<file path="src/rtl/prg_saver.sv">
// Streams a PET BASIC program out of RAM to the HPS as a .PRG file (2-byte load address + body).
// Optional: define PRG_SAVE_CPU_HOLD_EN to freeze the CPU via cpu_hold for the whole upload session.
module prg_saver #(
  parameter int          RAM_LAT  = 1,
  parameter logic [15:0] RAM_TOP  = 16'h8000,
  parameter logic [15:0] PTR_BASE = 16'h0028
) (
  input  logic        clk,
  input  logic        reset,
  input  logic        ioctl_upload,
  input  logic        ioctl_rd,
  input  logic [24:0] ioctl_addr,
  output logic [7:0]  ioctl_din,
  output logic        ioctl_wait,
  output logic [15:0] dma_addr,
  output logic        dma_rd,
  input  logic [7:0]  dma_din,
  output logic [15:0] file_size,
  output logic        ready,
  output logic        bad_ptr,
  output logic        cpu_hold
);

  typedef enum logic [2:0] {S_IDLE, S_PTR, S_READY, S_FETCH, S_WAIT, S_RESP} state_t;

  localparam logic [7:0] LAT = 8'(RAM_LAT);

  state_t      state_q, state_d;
  logic [1:0]  idx_q, idx_d;
  logic [7:0]  lat_q, lat_d;
  logic [15:0] start_q, start_d;
  logic [7:0]  end_lo_q, end_lo_d;
  logic [7:0]  din_q, din_d;
  logic        wait_q, wait_d;
  logic [15:0] addr_q, addr_d;
  logic        rd_q, rd_d;
  logic [15:0] fsize_q, fsize_d;
  logic        ready_q, ready_d;
  logic        bad_q, bad_d;
  logic        upload_q;
  logic        rise_s;
  logic [15:0] end_s;
  logic        bad_s;
  logic [15:0] len_s;

  assign rise_s = ioctl_upload & ~upload_q;
  // End pointer is complete in the same cycle its high byte arrives
  assign end_s  = {dma_din, end_lo_q};
  assign bad_s  = (end_s < start_q) | (end_s > RAM_TOP);
  assign len_s  = bad_s ? 16'h0000 : (end_s - start_q);

  always_comb begin
    state_d  = state_q;
    idx_d    = idx_q;
    lat_d    = lat_q;
    start_d  = start_q;
    end_lo_d = end_lo_q;
    din_d    = din_q;
    wait_d   = wait_q;
    addr_d   = addr_q;
    rd_d     = 1'b0;
    fsize_d  = fsize_q;
    ready_d  = ready_q;
    bad_d    = bad_q;
    if (!ioctl_upload) begin
      // Session over or aborted: any in-flight fetch result is dropped
      state_d = S_IDLE;
      wait_d  = 1'b0;
      ready_d = 1'b0;
      din_d   = 8'h00;
    end else begin
      case (state_q)
        S_IDLE: begin
          if (rise_s) begin
            state_d = S_PTR;
            idx_d   = 2'd0;
            lat_d   = 8'd0;
            rd_d    = 1'b1;
            addr_d  = PTR_BASE;
            wait_d  = 1'b1;
            ready_d = 1'b0;
            bad_d   = 1'b0;
          end else begin
            state_d = S_IDLE;
          end
        end
        S_PTR: begin
          if (lat_q == LAT) begin
            case (idx_q)
              2'd0:    start_d[7:0]  = dma_din;
              2'd1:    start_d[15:8] = dma_din;
              2'd2:    end_lo_d      = dma_din;
              default: end_lo_d      = end_lo_q;
            endcase
            if (idx_q == 2'd3) begin
              bad_d   = bad_s;
              fsize_d = len_s + 16'd2;
              ready_d = 1'b1;
              wait_d  = 1'b0;
              state_d = S_READY;
            end else begin
              idx_d  = idx_q + 2'd1;
              lat_d  = 8'd0;
              rd_d   = 1'b1;
              addr_d = PTR_BASE + {14'd0, idx_q} + 16'd1;
            end
          end else begin
            lat_d = lat_q + 8'd1;
          end
        end
        S_READY: begin
          if (ioctl_rd) begin
            wait_d = 1'b1;
            if ((ioctl_addr[24:16] != 9'd0) || (ioctl_addr[15:0] >= fsize_q)) begin
              din_d   = 8'h00;
              state_d = S_RESP;
            end else if (ioctl_addr[15:1] == 15'd0) begin
              din_d   = ioctl_addr[0] ? start_q[15:8] : start_q[7:0];
              state_d = S_RESP;
            end else begin
              addr_d  = start_q + ioctl_addr[15:0] - 16'd2;
              rd_d    = 1'b1;
              state_d = S_FETCH;
            end
          end else begin
            state_d = S_READY;
          end
        end
        S_FETCH: begin
          lat_d   = 8'd1;
          state_d = S_WAIT;
        end
        S_WAIT: begin
          if (lat_q >= LAT) begin
            din_d   = dma_din;
            wait_d  = 1'b0;
            state_d = S_READY;
          end else begin
            lat_d = lat_q + 8'd1;
          end
        end
        S_RESP: begin
          wait_d  = 1'b0;
          state_d = S_READY;
        end
        default: begin
          state_d = S_IDLE;
          wait_d  = 1'b0;
          ready_d = 1'b0;
        end
      endcase
    end
  end

  always_ff @(posedge clk or posedge reset) begin
    if (reset) begin
      state_q  <= S_IDLE;
      idx_q    <= 2'd0;
      lat_q    <= 8'd0;
      start_q  <= 16'h0000;
      end_lo_q <= 8'h00;
      din_q    <= 8'h00;
      wait_q   <= 1'b0;
      addr_q   <= 16'h0000;
      rd_q     <= 1'b0;
      fsize_q  <= 16'h0000;
      ready_q  <= 1'b0;
      bad_q    <= 1'b0;
      upload_q <= 1'b0;
    end else begin
      state_q  <= state_d;
      idx_q    <= idx_d;
      lat_q    <= lat_d;
      start_q  <= start_d;
      end_lo_q <= end_lo_d;
      din_q    <= din_d;
      wait_q   <= wait_d;
      addr_q   <= addr_d;
      rd_q     <= rd_d;
      fsize_q  <= fsize_d;
      ready_q  <= ready_d;
      bad_q    <= bad_d;
      upload_q <= ioctl_upload;
    end
  end

  assign ioctl_din  = din_q;
  assign ioctl_wait = wait_q;
  assign dma_addr   = addr_q;
  assign dma_rd     = rd_q;
  assign file_size  = fsize_q;
  assign ready      = ready_q;
  assign bad_ptr    = bad_q;

`ifdef PRG_SAVE_CPU_HOLD_EN
  logic cpu_hold_q;

  always_ff @(posedge clk or posedge reset) begin
    if (reset) begin
      cpu_hold_q <= 1'b0;
    end else begin
      cpu_hold_q <= ioctl_upload & (cpu_hold_q | rise_s);
    end
  end

  assign cpu_hold = cpu_hold_q;
`else
  assign cpu_hold = 1'b0;
`endif

endmodule
</file>
<file path="config.mk">
export PLATFORM = sky130hd
export DESIGN_NAME = prg_saver
export DESIGN_NICKNAME = d
export VERILOG_FILES = /design/src/rtl/prg_saver.sv
export SDC_FILE = /design/constraint.sdc
export NUM_CORES = 1
export LEC_CHECK = 0
export BUFFER_PORTS_ARGS = -buffer_cell sky130_fd_sc_hd__buf_2
export CAP_MARGIN = 20
export CORE_AREA = 2 2 153 110
export DETAILED_ROUTE_END_ITERATION = 16
export DIE_AREA = 0 0 155 112
export GPL_TIMING_DRIVEN = 0
export PLACE_DENSITY = 0.64
export SLEW_MARGIN = 10
export SYNTH_ARGS = -nofsm -noshare
export SYNTH_HDL_FRONTEND = slang
export SYNTH_SLANG_ARGS = --single-unit
</file>
<file path="constraint.sdc">
create_clock -name clk -period 4.9 [get_ports clk]
set_input_delay 0.245 -clock clk [delete_from_list [all_inputs] [get_ports clk]]
set_output_delay 0.245 -clock clk [all_outputs]
set_load 0.01 [all_outputs]
</file>
==> flow_summary_export.csv, run 1 <==
group,metric,value,unit
sta,setup_violations,0,
synth,synth-edff-count,0,
setup_path,cp_data_required_time,5.12,ns
placement,dp.cells,1002,
floorplanning,row_count,39,
global_routing,grt_antenna_before_repair,1,
floorplanning,core_area,16000,sq um
power,internal_power,0.00214,W
final_layout,most-common-layout-cells,"inv_1, buf_2, dfrtp_1",
power,power,0.00400,W
power,sw_frac_of_total,46.6,%
power,pwr-share-comb,60.1,%
power,ir_worst_vdd,0.335,mV
global_routing,grt_remaining_overflow,0,
sta,min_period,4.29,ns
hold_path,hp-class,"in -> reg",
detailed_routing,postRouteAntennaNets,0,
sta,clock_skew,0.00615,ns
setup_path,path_class,"reg -> reg",
setup_path,setup.worst_path.end_class,"flip-flop",
synth,syn_inst,716,
final_layout,drive_gt1_share,18.3,%
sta,fmax,233,MHz
global_routing,grt_pass1_wl,27800,um
setup_path,critPathArrivalTime,4.51,ns
final_layout,final_util,45.5,%
setup_path,worstPathMaxFanout,10,
detailed_routing,drc,0,
power,p_clk_share,16.7,%
sta,hold_viol_final,0,
power,power.leakage,3.51,nW
setup_path,critPathSlowestCell,"dfrtp_1",
power,p_sw,0.00186,W
floorplanning,io_pins,82,
sta,holdWs,0.0195,ns
final_layout,fin_cells,1019,
clocking,cts_resized,0,
final_layout,fillers,1610,
detailed_routing,firstDrtPassIters,6,
synth,synth_cell_types,72,
synth,synth_area_per_cell,8.77,sq um
detailed_routing,viasPerCell,5.37,
synth,ys_warn_count,0,
floorplanning,die_y,112,um
clocking,path_clk_slew,0.07,ns
global_routing,grt_pass1_vias,5212,
floorplanning,dieWidth,155,um
status,status,"completed",
sta,tns,0,ns
synth,ys_seq_area_share,32.7,%
synth,synthFlopType,"dfrtp_1",
synth,syn-num-nets,824,
global_routing,grt_max_degree,63,
global_routing,grt_use_total,20.5,%
run,drv_cap,0,
final_layout,final_nets,917,
clocking,cts_tree,"built",
final_layout,final_common_cell,"inv_1",
floorplanning,die_area,17400,sq um
sta,tightest_slew,0.833,ns
detailed_routing,drt_iter0_markers,411,
final_layout,antennaDiodeCount,0,
synth,synth.largest_area_cell,"dfrtp_1",
sta,period_share,87.5,%
sta,report.final.slew_viol_count,0,
sta,rsz0062_at_grt,"no",
setup_path,slowest_delay,0.44,ns
clocking,cts_buffers,9,
placement,gp_congestion,0.858,
synth,ys_top_cells_by_area,"dfrtp_1, ha_1, inv_1",
clocking,cts.sinks,82,
synth,synth_top_cell_area_share,32.7,%
setup_path,reg2reg_slack,0.61,ns
clocking,clk_latency,0.35,ns
clocking,h-tree-depth,3,
floorplanning,initial_core_util,39.3,%
synth,ys_seq_elements,82,
power,p_seq_share,23.2,%
clocking,root_buffer,"clkbuf_16",
detailed_routing,wirelength,17000,um
final_layout,syn2layout_area_growth,15.7,%
clocking,cts_buffer_depth,2,
synth,synth_area,6280,sq um
setup_path,path_cells,"ha_1 > fa_1 > nand2b_2 > a211oi_2 > o211ai_1 > a21oi_1 > o21a_1 > o31ai_1 > buf_2 > nor2_1 > ha_1 > inv_1 > nor4_1 > nand3_2 > nor4_1 > xor2_1 > o31ai_1",
placement,io_buffers,80,
power,p_per_area,550,nW/um^2
detailed_routing,via_count,5474,
synth,synth_async_sr_flop_share,100,%
setup_path,critPathLaunchType,"flip-flop",
sta,slew_headroom,44.5,%
detailed_routing,wl_per_cell,16.7,um
placement,place.detailed.hpwl,13600,um
what timing repair did:
item | in CTS | in global routing
hold buffers | 1 | 0
buffers inserted | 0 | 0
endpoints found under the hold margin | 20 | 0
power by group through the flow:
stage	logic (W)	clock network (W)	registers, W
6_report	0.00240	0.000666	0.000927
5_1_grt	0.00270	0.000706	0.000948
4_1_cts	0.00239	0.000681	0.000926
3_5_place_dp	0.00238	0	0.000938
3_3_place_gp	0.00236	0	0.000934
2_1_floorplan	0.00180	0	0.000923
per-stage QoR:
step | cell area (sq um) | setup WS [ns]
6_report | 7260 | 0.614
4_1_cts | 7260 | 0.665
3_3_place_gp | 6930 | 0.644
3_5_place_dp | 6960 | 0.695
2_1_floorplan | 6280 | 1.23
5_1_grt | 7260 | 0.221
cells in the mapped netlist (9+ instances only):
cell and n:
nand2b_1 13, a21oi_1 31, a21o_1 15, inv_1 94
nand3_1 18, dfrtp_1 82, xor2_1 17, nor4_1 14
o31ai_1 10, a22oi_1 9, o21ai_0 43, mux2_2 26
ha_1 69, xnor2_1 20, nor2_1 44, clkbuf_1 16
nand2_1 68, and3_1 10, nor3_1 13
critical path, delay by kind of cell, from the launching register on:
kind / cells / cell delay [ns]
AO/OA/AOI/OAI: 6 / 1.02
buffers and inverters: 2 / 0.30
flip-flops: 1 / 0.44
AND/OR/NAND/NOR: 5 / 1.32
adder cells (fa/ha/maj): 3 / 0.87
XOR/XNOR: 1 / 0.23
layer usage:
metal	track usage [%]	part of all wire, %	vias up
met5	0	0.076	-
met3	5.10	7.8	12
met4	3.52	0.59	2
li1	-	-	2712
met2	28.0	39	154
met1	32.4	53	2594
layout make-up:
cell class,count,area [sq um],share of cell area [%]
Sequential cell,82,2050,28.3
Multi-Input combinational cell,520,3790,52.2
Inverter,95,359,4.95
Tap cell,205,256,3.53
Buffer,19,77.6,1.07
Clock buffer,10,239,3.29
Clock inverter,6,48.8,0.672
Timing Repair Buffer,82,438,6.03
worst paths after layout:
path / startpoint / to / cells past startpoint
worst min register to register: dma_addr[13] / dma_addr[13] / 2
max in group asynchronous: reset / start_q[3] / 4
worst min-delay path: ioctl_upload / upload_q / 1
worst max-delay path: start_q[0] / file_size[13] / 17
min in group asynchronous: reset / ioctl_wait / 3
worst max register to register: start_q[0] / file_size[13] / 17
flip-flops by register name, indices dropped and copies added (netlist names):
name and flops:
end_lo_q 8, bad_ptr 1, state_q 3, lat_q 8
dma_addr 16, idx_q 2, ioctl_din 8, start_q 16
ioctl_wait 1, file_size 16, upload_q 1, ready 1
dma_rd 1
logic make-up (layout without fill, tap and decap cells):
group | Yosys count | count (layout) | share of synthesized area, %
compound gates | 168 | 168 | 18.8
flops | 82 | 82 | 32.7
other cells | 1 | 1 | 0.0598
mux | 27 | 27 | 4.82
fa+ha+maj | 71 | 71 | 14.4
simple gates | 216 | 216 | 17.1
buf+inv | 114 | 212 | 6.92
xor+xnor | 37 | 37 | 5.16
Power figures use the tool's default switching activity.
==> run 2, diff against run 1 <==
- CORE_AREA: 2 2 153 110 -> 2 2 127 92
- DIE_AREA: 0 0 155 112 -> 0 0 129 94
- GPL_TIMING_DRIVEN: 0 -> default
- PLACE_DENSITY: 0.64 -> 0.86
==> flow_summary_export.csv, run 2 (same netlist as run 1, synthesis figures left out) <==
group,metric,value,unit
status,status,"completed",
power,ir_worst_vdd,0.250,mV
clocking,cts_tree,"built",
power,p_clk_share,16.7,%
clocking,h-tree-depth,3,
clocking,post_cts_buffers,0,
clocking,root_buffer,"clkbuf_16",
hold_path,hp-class,"in -> reg",
detailed_routing,postRouteAntennaNets,0,
detailed_routing,drc,0,
power,internal_power,0.00217,W
floorplanning,row_count,32,
final_layout,fin_cells,951,
setup_path,path_class,"reg -> reg",
floorplanning,initial_core_util,57.8,%
clocking,path_clk_slew,0.06,ns
power,sw_frac_of_total,45.7,%
global_routing,grt_use_total,28.1,%
setup_path,setup.worst_path.end_class,"flip-flop",
floorplanning,core_area,10900,sq um
power,p_seq_share,23.8,%
power,power.leakage,3.50,nW
sta,report.final.slew_viol_count,0,
setup_path,critPathArrivalTime,4.41,ns
detailed_routing,wirelength,16400,um
sta,tightest_slew,0.770,ns
sta,setup_violations,0,
global_routing,grt_pass1_vias,5264,
sta,hold_viol_final,0,
sta,fmax,240,MHz
global_routing,grt_antenna_before_repair,0,
final_layout,syn2layout_area_growth,13.8,%
setup_path,cp_data_required_time,5.15,ns
placement,gp_congestion,0.942,
floorplanning,io_pins,82,
run,drv_cap,0,
sta,min_period,4.16,ns
floorplanning,dieWidth,129,um
final_layout,final_common_cell,"inv_1",
final_layout,most-common-layout-cells,"inv_1, dfrtp_1, buf_2",
clocking,cts_buffer_depth,2,
detailed_routing,via_count,5695,
global_routing,grt_remaining_overflow,0,
setup_path,critPathLaunchType,"flip-flop",
final_layout,final_nets,901,
sta,period_share,85.0,%
detailed_routing,drt_iter0_markers,562,
floorplanning,die_y,94,um
final_layout,drive_gt1_share,18.3,%
power,pwr-share-comb,59.5,%
sta,rsz0062_at_grt,"no",
sta,tns,0,ns
floorplanning,die_area,12100,sq um
power,p_per_area,560,nW/um^2
placement,dp.cells,933,
sta,slew_headroom,48.7,%
clocking,cts.sinks,82,
final_layout,antennaDiodeCount,0,
detailed_routing,wl_per_cell,17.2,um
setup_path,worstPathMaxFanout,13,
global_routing,grt_max_degree,83,
clocking,cts_buffers,9,
placement,io_buffers,80,
clocking,clk_latency,0.35,ns
sta,clock_skew,0.00586,ns
detailed_routing,viasPerCell,5.99,
global_routing,grt_pass1_wl,26500,um
placement,place.detailed.hpwl,12600,um
detailed_routing,firstDrtPassIters,5,
power,p_sw,0.00183,W
[run 2: cell count changes in the layout (fill, tap and decap cells not counted), sizes merged]
cell | previous run | this run
clkbuf | 26 | 12
bufinv | 0 | 1
inv | 97 | 94
clkinv | 1 | 4
clkinvlp | 3 | 0
[run 2: worst paths after layout]
check                        startpoint       endpoint  slack (ns)  depth (start not counted)
setup / recovery             start_q[0]  file_size[13]        0.74                         17
hold / removal             ioctl_upload       upload_q        0.14                          1
setup reg to reg             start_q[0]  file_size[13]        0.74                         17
hold reg to reg             dma_addr[4]    dma_addr[4]        0.47                          2
max in group asynchronous         reset  file_size[15]        3.87                          5
min in group asynchronous         reset     state_q[2]        0.45                          4
[run 2: critical path: stages (launching register included)]
cell and delay [ns]:
dfrtp_1 0.42, ha_1 0.24, fa_1 0.41, nand2b_2 0.24, a211oi_2 0.27, o211ai_1 0.18, a21oi_1 0.25, o21a_1 0.16
o31ai_1 0.07, buf_4 0.19, nor2_1 0.13, ha_1 0.20, inv_1 0.06, nor4_1 0.35, nand3_2 0.20, nor4_1 0.40
xor2_1 0.11, o31ai_1 0.20
[run 2: metrics by stage]
step	utilization (%)	hold WS, ns	worst slack (ns)	area [sq um]	power [W]
after floorplan	-	0.276	1.23	6280	0.00273
final	65.8	0.138	0.737	7140	0.00400
after global routing	65.8	0.140	0.480	7140	0.00428
after detailed placement	62.8	0.465	0.861	6810	0.00327
after CTS	65.5	0.132	0.831	7100	0.00395
after global placement	62.8	0.461	1.08	6810	0.00319
[run 2: final cells by class]
cell class	count	area, sq um
inverter	95	358
tap	153	191
multi-input combinational	520	3790
timing repair buffer	85	460
fill	869	3710
clock inverter	4	52.6
sequential	82	2050
clock buffer	12	236
[run 2: timing repair]
action | in CTS | in global routing
gates resized for setup | 0 | 0
hold endpoints to repair | 0 | 16
setup endpoints to repair | 0 | 0
hold buffers | 0 | 1
[run 2: metal layers]
metal / vias to the layer above / GRT usage (%) / wire length, um
met4: 0 / 8.24 / 280
met2: 320 / 42.9 / 7060
li1: 2675 / - / -
met1: 2670 / 39.8 / 7440
met5: - / 0 / 0
met3: 30 / 6.78 / 1600
[run 2: power groups by stage]
stage / combinational [W] / sequential, W / clock, W
final: 0.00238 / 0.000953 / 0.000666
after global routing: 0.00261 / 0.000972 / 0.000700
after CTS: 0.00234 / 0.000947 / 0.000670
after detailed placement: 0.00232 / 0.000957 / 0
after global placement: 0.00224 / 0.000946 / 0
after floorplan: 0.00180 / 0.000923 / 0
==> run 3, diff against run 2 <==
- ABC_AREA: default -> 1
- CORE_AREA: 2 2 127 92 -> 2 2 130 94
- DIE_AREA: 0 0 129 94 -> 0 0 132 96
- PLACE_DENSITY: 0.86 -> 0.87
- clock period: 4.9 -> 4 ns (I/O delays scaled with it)
==> flow_summary_export.csv, run 3 <==
group,metric,value,unit
setup_path,setup.worst_path.end_class,"flip-flop",
floorplanning,row_count,33,
setup_path,r2r_start,"start_q[0]",
power,p_per_area,640,nW/um^2
power,power,0.00490,W
clocking,cts_resized,0,
hold_path,hp-start,"ioctl_upload",
placement,dp_slack,0.887,ns
sta,report.final.slew_viol_count,0,
setup_path,critPathArrivalTime,3.43,ns
clocking,postCtsHoldBufs,0,
setup_path,timing.rr.end,"file_size[9]",
global_routing,grt_antenna_before_repair,0,
clocking,cts.sinks,82,
setup_path,path_class,"reg -> reg",
final_layout,most-common-layout-cells,"nand2_1, inv_1, dfrtp_1",
global_routing,grt_max_degree,56,
synth,synth-edff-count,0,
hold_path,hp-class,"in -> reg",
detailed_routing,postRouteAntennaNets,0,
synth,post-synth-top-count-cell,"nand2_1",
detailed_routing,wl_per_cell,15.0,um
synth,ys_seq_area_share,30.5,%
sta,setup_violations,0,
sta,period_share,80.6,%
setup_path,reg2reg_depth,19,
placement,place.detailed.hpwl,14500,um
sta,hold_viol_final,0,
placement,gp_congestion,0.945,
clocking,post_cts_buffers,0,
final_layout,drive_gt1_share,12.6,%
floorplanning,dieWidth,132,um
sta,slew_headroom,58.4,%
floorplanning,initial_core_util,58.9,%
sta,min_period,3.22,ns
synth,synth_async_sr_flop_share,100,%
detailed_routing,wirelength,18400,um
clocking,root_buffer,"clkbuf_16",
global_routing,grt_use_total,29.9,%
sta,worst_slack,0.776,ns
sta,fmax,310,MHz
detailed_routing,drt_iter0_markers,765,
floorplanning,io_pins,82,
synth,ys_warn_count,0,
synth,synth_top_cell_area_share,30.5,%
global_routing,grt_pass1_vias,6003,
setup_path,cp_data_required_time,4.21,ns
detailed_routing,viasPerCell,5.41,
floorplanning,die_area,12700,sq um
synth,synth_cell_types,42,
clocking,cts_buffers,9,
power,p_clk_share,18.4,%
power,power.leakage,4.23,nW
synth,synthFlopType,"dfrtp_1",
power,p_sw,0.00239,W
status,status,"completed",
power,p_seq_share,22.6,%
final_layout,syn2layout_area_growth,13.6,%
synth,synth_area_per_cell,6.84,sq um
clocking,cts_tree,"built",
synth,synth_common_cells,"nand2_1, inv_1, dfrtp_1, ha_1, nor2_1",
setup_path,reg2reg_slack,0.78,ns
detailed_routing,drc,0,
placement,io_buffers,80,
sta,rsz0062_at_grt,"no",
floorplanning,core_area,11400,sq um
sta,tns,0,ns
synth,syn-num-nets,1092,
synth,ys_seq_elements,82,
clocking,h-tree-depth,3,
power,internal_power,0.00251,W
final_layout,antennaDiodeCount,0,
detailed_routing,via_count,6655,
final_layout,final_common_cell,"nand2_1",
hold_path,min_to,"upload_q",
detailed_routing,firstDrtPassIters,5,
final_layout,final_nets,1177,
setup_path,worstPathMaxFanout,15,
placement,dp.cells,1213,
synth,synth.largest_area_cell,"dfrtp_1",
floorplanning,die_y,96,um
sta,tightest_slew,0.621,ns
clocking,clk_latency,0.35,ns
global_routing,grt_pass1_wl,29600,um
clocking,path_clk_slew,0.06,ns
sta,clock_skew,0.00551,ns
synth,ys_top_cells_by_area,"dfrtp_1, nand2_1, ha_1",
global_routing,grt_remaining_overflow,0,
final_layout,fin_cells,1231,
power,ir_worst_vdd,0.273,mV
run,drv_cap,0,
final_layout,final_util,66.9,%
synth,synth_area,6730,sq um
setup_path,critPathLaunchType,"flip-flop",
hold_path,worstHoldPathCells,1,
power,sw_frac_of_total,48.8,%
synth,syn_inst,984,
clocking,cts_buffer_depth,2,
power,pwr-share-comb,59.0,%
-- run 3: cell types whose count changed after synthesis, moves of 17 or more --
| cell | before | now |
|---|---|---|
| nand3_1 | 18 | 67 |
| inv_1 | 94 | 187 |
| o21ai_0 | 43 | 60 |
| nand2_1 | 68 | 271 |
| nor2_1 | 44 | 68 |
| mux2_2 | 26 | 0 |
-- run 3: layer usage --
layer  track usage (%)  routed length, um  share of wire, %  up-vias
li1                  -                  -                 -     3308
met1              41.1               8500                46     3034
met2              49.0               8160                44      282
met3              4.37               1350               7.3       31
met4              10.2                408               2.2        0
met5                 0                  0                 0        -
-- run 3: power groups by stage --
stage          Sequential, W  Combinational [W]  Clock (W)
2_1_floorplan        0.00112            0.00212          0
3_3_place_gp         0.00110            0.00275          0
3_5_place_dp         0.00111            0.00279          0
4_1_cts              0.00110            0.00284   0.000904
5_1_grt              0.00112            0.00326   0.000942
6_report             0.00111            0.00289   0.000901
-- run 3: stage by stage --
| stage | hold WS [ns] | instance area [sq um] |
|---|---|---|
| floorplan | 0.231 | 6730 |
| global placement | 0.400 | 7290 |
| detailed placement | 0.396 | 7290 |
| CTS | 0.0487 | 7610 |
| global route | 0.0567 | 7650 |
| finish | 0.0548 | 7650 |
-- run 3: cell families after synthesis --
kind of cell,after synthesis,synth area share (%)
flops,82,30.5
other cells,1,0.0557
simple gates,477,31.4
buf+inv,204,11.7
fa+ha+maj,71,13.4
xor+xnor,17,2.21
compound gates,132,10.7
-- run 3: worst max path at each step --
stage / to / slack [ns] / startpoint
global placement: file_size[9] / 1.01 / start_q[0]
global route: file_size[9] / 0.45 / start_q[0]
floorplan: file_size[15] / 1.17 / start_q[0]
detailed placement: file_size[9] / 0.89 / start_q[0]
finish: file_size[9] / 0.78 / start_q[0]
CTS: file_size[9] / 0.81 / start_q[0]
-- run 3: cell type report --
cell class              instances  area, sq um
well taps                     157          196
inverters                     193          726
fillers                       974         3790
clock buffers                  12          246
flip-flops and latches         82         2050
multi-input cells             698         3890
repair buffers                 85          460
clock inverters                 4         75.1
-- run 3: worst max-delay path: stages (launching register included) --
cell     delay, ns
dfrtp_1       0.43
ha_1          0.26
fa_1          0.41
inv_1         0.13
nand2_1       0.07
nand2_1       0.07
nand3_2       0.07
nand2_2       0.09
nand2_2       0.06
nand2_4       0.09
nand2_4       0.16
nor2_1        0.19
ha_1          0.24
nand4_1       0.15
nor2_1        0.15
nand2_1       0.16
inv_2         0.12
nand3_1       0.07
nand3_1       0.08
o21ai_0       0.09
